$ cat src/rtl/alu_cmd_sequencer_pkg.sv
// Shared definitions for the ALU command sequencer: select codes of the
// attached alu_32_bit and the sequencer FSM state encoding.
package alu_cmd_sequencer_pkg;

  localparam int ALU_OP_W = 3;

  // {S2,S1,S0} codes: S2=0 selects arithmetic (carry-in added), S2=1 logic.
  localparam logic [ALU_OP_W-1:0] ALU_OP_TFR_A = 3'b000; // F = A + Ci
  localparam logic [ALU_OP_W-1:0] ALU_OP_ADD   = 3'b001; // F = A + B + Ci
  localparam logic [ALU_OP_W-1:0] ALU_OP_SUB   = 3'b010; // F = A + ~B + Ci
  localparam logic [ALU_OP_W-1:0] ALU_OP_DEC   = 3'b011; // F = A - 1 + Ci
  localparam logic [ALU_OP_W-1:0] ALU_OP_OR    = 3'b100;
  localparam logic [ALU_OP_W-1:0] ALU_OP_XOR   = 3'b101;
  localparam logic [ALU_OP_W-1:0] ALU_OP_AND   = 3'b110;
  localparam logic [ALU_OP_W-1:0] ALU_OP_NOT_A = 3'b111;

  typedef enum logic [1:0] {
    ST_IDLE    = 2'd0,
    ST_SETTLE  = 2'd1,
    ST_CAPTURE = 2'd2,
    ST_HOLD    = 2'd3
  } seq_state_t;

endpackage

$ cat src/rtl/alu_cmd_sequencer.sv
// Sequences one command at a time into the combinational alu_32_bit, holds the
// operands while it settles, then returns the captured F/Co on a result channel.
module alu_cmd_sequencer
  import alu_cmd_sequencer_pkg::*;
#(
  parameter int WIDTH         = 32,
  parameter int SETTLE_CYCLES = 2,
  parameter int CNT_W         = 16
) (
  input  logic                clk,
  input  logic                rst,
  // Both channels: a transfer happens on a rising edge where valid & ready;
  // the sender keeps valid and its payload stable until that edge.
  input  logic                cmd_valid,
  output logic                cmd_ready,
  input  logic [ALU_OP_W-1:0] cmd_op,
  input  logic [WIDTH-1:0]    cmd_a,
  input  logic [WIDTH-1:0]    cmd_b,
  input  logic                cmd_ci,
  input  logic                cmd_chain,
  output logic [WIDTH-1:0]    alu_a,
  output logic [WIDTH-1:0]    alu_b,
  output logic                alu_s0,
  output logic                alu_s1,
  output logic                alu_s2,
  output logic                alu_ci,
  input  logic [WIDTH-1:0]    alu_f,
  input  logic                alu_co,
  output logic                res_valid,
  input  logic                res_ready,
  output logic [WIDTH-1:0]    res_f,
  output logic                res_co,
  output logic [CNT_W-1:0]    op_count,
  output logic [1:0]          dbg_state
);

  localparam int SC_W = (SETTLE_CYCLES > 1) ? $clog2(SETTLE_CYCLES) : 1;
  localparam logic [SC_W-1:0] SETTLE_LOAD = SC_W'(SETTLE_CYCLES - 1);
  localparam logic [SC_W-1:0] SETTLE_LAST = SC_W'(1);

  seq_state_t      state;
  logic [SC_W-1:0] settle_cnt;
  logic            carry;

  assign cmd_ready = (state == ST_IDLE);
  assign dbg_state = state;

  // The operands are already stable during the first cycle after accept, so
  // SETTLE itself only has to cover the remaining SETTLE_CYCLES-1 cycles.
  always_ff @(posedge clk) begin
    if (rst) begin
      state      <= ST_IDLE;
      settle_cnt <= '0;
      carry      <= 1'b0;
      alu_a      <= '0;
      alu_b      <= '0;
      alu_s0     <= 1'b0;
      alu_s1     <= 1'b0;
      alu_s2     <= 1'b0;
      alu_ci     <= 1'b0;
      res_valid  <= 1'b0;
      res_f      <= '0;
      res_co     <= 1'b0;
      op_count   <= '0;
    end else begin
      case (state)
        ST_IDLE: begin
          if (cmd_valid) begin
            alu_a      <= cmd_a;
            alu_b      <= cmd_b;
            alu_s0     <= cmd_op[0];
            alu_s1     <= cmd_op[1];
            alu_s2     <= cmd_op[2];
            alu_ci     <= cmd_chain ? carry : cmd_ci;
            settle_cnt <= SETTLE_LOAD;
            state      <= (SETTLE_CYCLES > 1) ? ST_SETTLE : ST_CAPTURE;
          end
        end
        ST_SETTLE: begin
          settle_cnt <= settle_cnt - 1'b1;
          if (settle_cnt == SETTLE_LAST) begin
            state <= ST_CAPTURE;
          end
        end
        ST_CAPTURE: begin
          res_f     <= alu_f;
          res_co    <= alu_co;
          carry     <= alu_co;
          res_valid <= 1'b1;
          state     <= ST_HOLD;
        end
        ST_HOLD: begin
          if (res_ready) begin
            res_valid <= 1'b0;
            op_count  <= op_count + 1'b1;
            state     <= ST_IDLE;
          end
        end
        default: state <= ST_IDLE;
      endcase
    end
  end

endmodule
$ cat config.mk
export PLATFORM = sky130hd
export DESIGN_NAME = alu_cmd_sequencer
export DESIGN_NICKNAME = d
export VERILOG_FILES = /design/src/rtl/alu_cmd_sequencer_pkg.sv /design/src/rtl/alu_cmd_sequencer.sv
export SDC_FILE = /design/constraint.sdc
export NUM_CORES = 1
export LEC_CHECK = 0
export CAP_MARGIN = 10
export CORE_MARGIN = 4
export CORE_UTILIZATION = 41
export CTS_BUF_LIST = sky130_fd_sc_hd__clkbuf_2
export CTS_CLUSTER_DIAMETER = 120
export CTS_CLUSTER_SIZE = 25
export DETAILED_ROUTE_END_ITERATION = 6
export PLACE_DENSITY = 0.82
export SLEW_MARGIN = 0
export SYNTH_ARGS = -nofsm -noshare
export SYNTH_HDL_FRONTEND = slang
export SYNTH_SLANG_ARGS = --single-unit
$ cat constraint.sdc
create_clock -name clk -period 1.75 [get_ports clk]
set_input_delay 0.35 -clock clk [delete_from_list [all_inputs] [get_ports clk]]
set_output_delay 0.35 -clock clk [all_outputs]
set_load 0.02 [all_outputs]
* After elaboration in Yosys (flattened, before gate mapping)
Cells that the tools add are included.
** Operators by class
- $mul :: 0
- Bitwise operators :: 0
- Order comparisons :: 0
- Equal/unequal tests :: 6
- Muxes and demuxes :: 9
- Shift-type cells :: 0
- Reduce and logical (&&, ||, !) cells :: 8
- Divide/modulo/power cells :: 0
- $add $sub $neg :: 2
** Operator list (number)
- $add 16x1->16 const B :: 1
- $pmux 2 s4 :: 1
- $reduce_and 2->1 :: 4
- $mux 2 :: 3
- $ne 2x2->1 const B :: 3
- $eq 2x2->1 const B :: 2
- $pmux 1 s2 :: 2
- $reduce_bool 2->1 :: 2
- $mux 1 :: 3
- $reduce_and 3->1 :: 1
- $eq 2x1->1 const B :: 1
- $logic_not 2->1 :: 1
- $sub 1x1->1 const B :: 1
** Word-level totals
- Output and inout bits :: 121
- Memories kept :: 0
- Bits in latches :: 0
- Bits in registers :: 121
- RAM bits :: 0
- Word-level logic and storage cells :: 37
- Input port bits :: 106
- Memory bits (read-only) :: 0

* Logic depth before layout (Yosys ltp)
- Depth after elaboration :: 3
- Mapped depth :: 7
- Depth with buffers taken out :: 6

* Worst setup path before layout
No wires, ideal clock.
- Path kind :: reg-to-reg
- Start :: register state[0] (netlist: dbg_state[0])
- End :: register alu_b[18]
- Arrival :: 1.799 ns
- Library setup time :: 0.071 ns
- Slack :: -0.120 ns
- Path buffers :: 2
- Required time :: 1.679 ns
- Cell stages (with the launch flop) :: 8
- Period minus slack after synthesis :: 1.870 ns
- Cells stage by stage :: dfxtp_1 -> inv_1 -> ha_1 -> nand2_1 -> clkbuf_1 -> clkbuf_1 -> nand2_1 -> a21oi_1
** On the way
- Word-level cells in the longest chain between the ends :: 2
** RTL lines
- start, declared :: line alu_cmd_sequencer.sv:41 : seq_state_t state;
- start signal, assigned :: line alu_cmd_sequencer.sv:76 : state <= (SETTLE_CYCLES > 1) ? ST_SETTLE : ST_CAPTURE;
- $logic_not 2->1
- via cmd_ready :: line alu_cmd_sequencer.sv:15 : output logic cmd_ready,
- $reduce_and 2->1 (no line)
- end signal, assigned :: line alu_cmd_sequencer.sv:70 : alu_b <= cmd_b;
- end, declared :: line alu_cmd_sequencer.sv:22 : output logic [WIDTH-1:0] alu_b,
The timed path passes the listed nets, and every way through them passes these cells.
A chain may end at the register's enable or synchronous reset.

* Worst setup path in the final report
- Start :: register state[1] (netlist: dbg_state[1])
- End :: output cmd_ready
** On the way
- Word-level cells in the longest chain between the ends :: 1
** RTL lines
- $logic_not 2->1 :: line alu_cmd_sequencer.sv:45 : assign cmd_ready = (state == ST_IDLE);
- end, declared :: line alu_cmd_sequencer.sv:15
Every way passes these cells.

==> PnR_summary.wiki <==
{| class="wikitable"
! Metric !! Value
|-
| Final period demand of the worst path || 1719 ps
|-
| Classification of the worst-slack hold path || input pin to register
|-
| Leakage power of the design || 2.892 nW
|-
| Clk_skew || 21.51 ps
|-
| Actual transition at the worst max-transition pin || 429.2 ps
|-
| Netlist area before placement || 4428 sq um
|-
| Worst hold slack after final layout || 225.2 ps
|-
| Startpoint types || register
|-
| Horizontal die dimension || 111.9 microns
|-
| Share of power burned in registers || 0.413
|-
| Number of global-route vias before repair || 4551
|-
| Number of antenna violations at the first check in global routing || 0
|-
| Max Fclk || 581.8 MHz
|-
| Maximum number of pins on one net before global-route repair || 68
|-
| Syn avg cell area || 8.682 sq um
|-
| Crit path DAT || 1370 ps
|-
| Final setup violating endpoints || 0
|-
| Switching pwr || 3.082 mW
|-
| Share of the yosys chip area belonging to registers || 0.5470
|-
| Number of core rows || 37
|-
| Synth-to-Final Area Change || 56.82%
|-
| Combinational share of power || 0.375
|-
| Setup_tns || 0 ps
|-
| Initial DRC count || 184
|-
| Total of flip-flops plus latches after synthesis || 121
|-
| Final worst path period share || 0.9822
|-
| Maximum cell stage delay along the critical path || 390 ps
|-
| Clock power share || 0.212
|-
| Hold Fails Final Rpt || 0
|-
| Largest vdd supply drop || 0.0007427 V
|-
| Library cell used as clock root buffer || sky130_fd_sc_hd__clkbuf_2
|-
| Outcome || complete, no violations
|-
| Max transition margin || 0.7139
|-
| Number of buffers added by the clock tree synthesis step || 17
|-
| Setup Slack @ Placement || -84.00 ps
|-
| Setup WS post-layout || 31.10 ps
|-
| Setup repair after global routing missed its margin || true
|-
| Net Sw Frac || 0.3653
|-
| Count of vias placed by the detailed router || 4386
|-
| Hold path cells || 3
|-
| Via-per-instance ratio || 4.852
|-
| Share of layout cells above drive strength 1 || 0.3099
|-
| Number of I/O port buffers || 226
|-
| Placed inst area || 6892 sq um
|-
| Maximum fanout along the worst path || 3
|-
| Reg2Reg Capture Point || op_count[15]
|-
| Total power || 8.435 mW
|-
| Path type of the worst setup path || register to output port
|-
| Drt pass-1 iters || 4
|-
| Crit path capture type || output port
|-
| Count of unique library cells instantiated by Yosys || 32
|-
| Master of the slowest instance on the critical path || sky130_fd_sc_hd__dfxtp_4
|-
| Initial core utilization || 0.4251
|-
| H-tree depth || 4
|-
| # diodes || 0
|-
| Insertion delay of the later-clocked pin in the worst-skew pair || 640 ps
|-
| Sum of overflow across all layers after global routing || 0
|-
| Critical path, cell by cell || inv_2, ha_4, buf_6
|-
| Synthesized instance count || 510
|-
| Worst min-delay path startpoint || cmd_a[4]
|-
| Post-detail-place hpwl || 9777 microns
|-
| Die Y-Extent || 111.9 microns
|-
| Clk slew on worst S/H paths || 170 ps
|-
| Routability-driven placement congestion ratio || 0.8291
|-
| Number of design rule violations left after detail routing || 0
|-
| Synth Net Count || 621
|-
| Number of ports placed on the die boundary || 227
|-
| Global-route wire length before repair || 21310 microns
|-
| Overall routing resource usage || 0.2099
|-
| Internal power consumption || 5.353 mW
|-
| Minimum setup slack among reg-to-reg paths || 70 ps
|-
| Die area || 12530 sq um
|-
| Yosys warnings || 0
|-
| Routed wire length || 13640 microns
|-
| Number of buffers on the longest clock path || 2
|-
| Fill cell total of the finished layout || 863
|-
| Final design instance area without fill || 6944 sq um
|-
| Number of nets with antenna violations after routing || 0
|-
| End point of the most critical hold path || alu_a[4]
|-
| Power density over the cells || 1215 nW/um^2
|-
| Startpoint of the most critical register-to-register path || dbg_state[1]
|-
| Post-DR wirelength/cell || 15.09 microns
|-
| TritonCTS clock tree || done
|-
| Req. time, crit path || 1400 ps
|-
| Depth of the most critical reg-to-reg path || 6
|-
| TritonCTS Sinks || 121
|-
| Max-slew violation count || 0
|-
| Maximum capacitance violations || 0
|-
| Core Area || 10420 sq um
|-
| Number of nets in the layout || 866
|}
## metal layers
metal / wire length [microns] / up-vias / global-route usage / part of all wire
li1: - / 2173 / - / -
met1: 4927 / 2013 / 0.1984 / 0.36
met2: 7077 / 167 / 0.3789 / 0.52
met3: 1159 / 33 / 0.09837 / 0.085
met4: 474 / 0 / 0.1046 / 0.035
met5: 0 / - / 0 / 0
## power by group through the flow
| stage | Sequential (mW) | Combinational [mW] | Clock (mW) |
|---|---|---|---|
| detailed placement | 3.53 | 3.44 | 0 |
| finish | 3.48 | 3.16 | 1.79 |
| global placement | 3.50 | 3.36 | 0 |
| floorplan | 4.06 | 1.30 | 0 |
| global route | 3.55 | 3.44 | 1.98 |
| CTS | 3.47 | 3.28 | 1.85 |
## state kept, by name, summed over array words and instances, names as in the netlist
name	flops
dbg_state	2
alu_ci	1
alu_s0	1
res_f	32
res_valid	1
op_count	16
alu_a	32
settle_cnt	1
carry	1
alu_b	32
alu_s1	1
alu_s2	1
## layout make-up
type / count / area (sq um) / area share
tap: 136 / 170.2 / 0.02450
inverter: 4 / 17.52 / 0.002523
clock inverter: 11 / 128.9 / 0.01856
clock buffer: 21 / 105.1 / 0.01514
multi-input combinational: 352 / 1869 / 0.2692
timing repair buffer: 259 / 2148 / 0.3094
sequential: 121 / 2505 / 0.3607
## worst max path at each step
| stage | cells past startpoint | startpoint | end |
|---|---|---|---|
| floorplan | 6 | dbg_state[1] | op_count[15] |
| global placement | 5 | res_ready | op_count[4] |
| detailed placement | 5 | res_ready | op_count[14] |
| CTS | 3 | dbg_state[1] | cmd_ready |
| global route | 3 | dbg_state[1] | cmd_ready |
| finish | 3 | dbg_state[1] | cmd_ready |
## critical path, delay by kind of cell (launching register included)
family	cells	cell delay, ps
flip-flops	1	390
buffers and inverters	2	180
adder cells (fa/ha/maj)	1	160
## synth_stat cells, drive strengths merged
cell type | number | area, sq um
a211oi | 2 | 15.01
a21oi | 72 | 360.4
a22oi | 1 | 7.510
a311oi | 1 | 8.760
and2 | 1 | 6.260
and3 | 1 | 7.510
and4 | 3 | 28.78
buf | 7 | 47.54
clkbuf | 26 | 97.59
dfxtp | 121 | 2422
ha | 5 | 62.56
inv | 4 | 15.01
mux2i | 35 | 350.3
nand2 | 145 | 544.3
nand2b | 2 | 20.02
nand3 | 4 | 20.02
nand4 | 5 | 37.53
nor2 | 47 | 176.4
nor3 | 4 | 20.02
nor4 | 2 | 12.51
o21ai | 3 | 15.01
o21ba | 1 | 10.01
o221ai | 1 | 8.760
o22ai | 1 | 6.260
o31a | 1 | 8.760
or3 | 5 | 31.28
xnor2 | 3 | 26.28
xor2 | 7 | 61.31
## cell usage in the layout (no fill, tap or decap), drive strengths merged, types with 7 or more instances in the layout
master         count
clkinv             7
mux2i             35
buf               79
xor2               7
nand2            145
clkdlybuf4s50    104
clkbuf            67
a21oi             72
nor2              47
clkdlybuf4s15     29
dfxtp            121
## stage by stage
step,utilization,cells
finish,0.6667,904
global route,0.6667,904
global placement,0.6616,855
CTS,0.6996,892
detailed placement,0.6616,855
floorplan,-,510
## kinds of logic after synthesis
logic type                 share of synthesized area
and+or+nand+nor                               0.2043
DFF                                           0.5470
AOI/OAI and AO/OA                            0.09946
buffers and inverters                        0.03617
muxes                                        0.07912
xor gates and xnor gates                     0.01978
adders and majority gates                    0.01413
## timing repair
item / in CTS / in global routing
setup endpoints to repair: 121 / 109
endpoints found under the hold margin: 9 / 0
setup buffers: 4 / 12
pin swaps: 0 / 1
hold buffers: 1 / 0
resized for setup: 342 / 134
No activity file was read; power rests on OpenSTA's default activity.
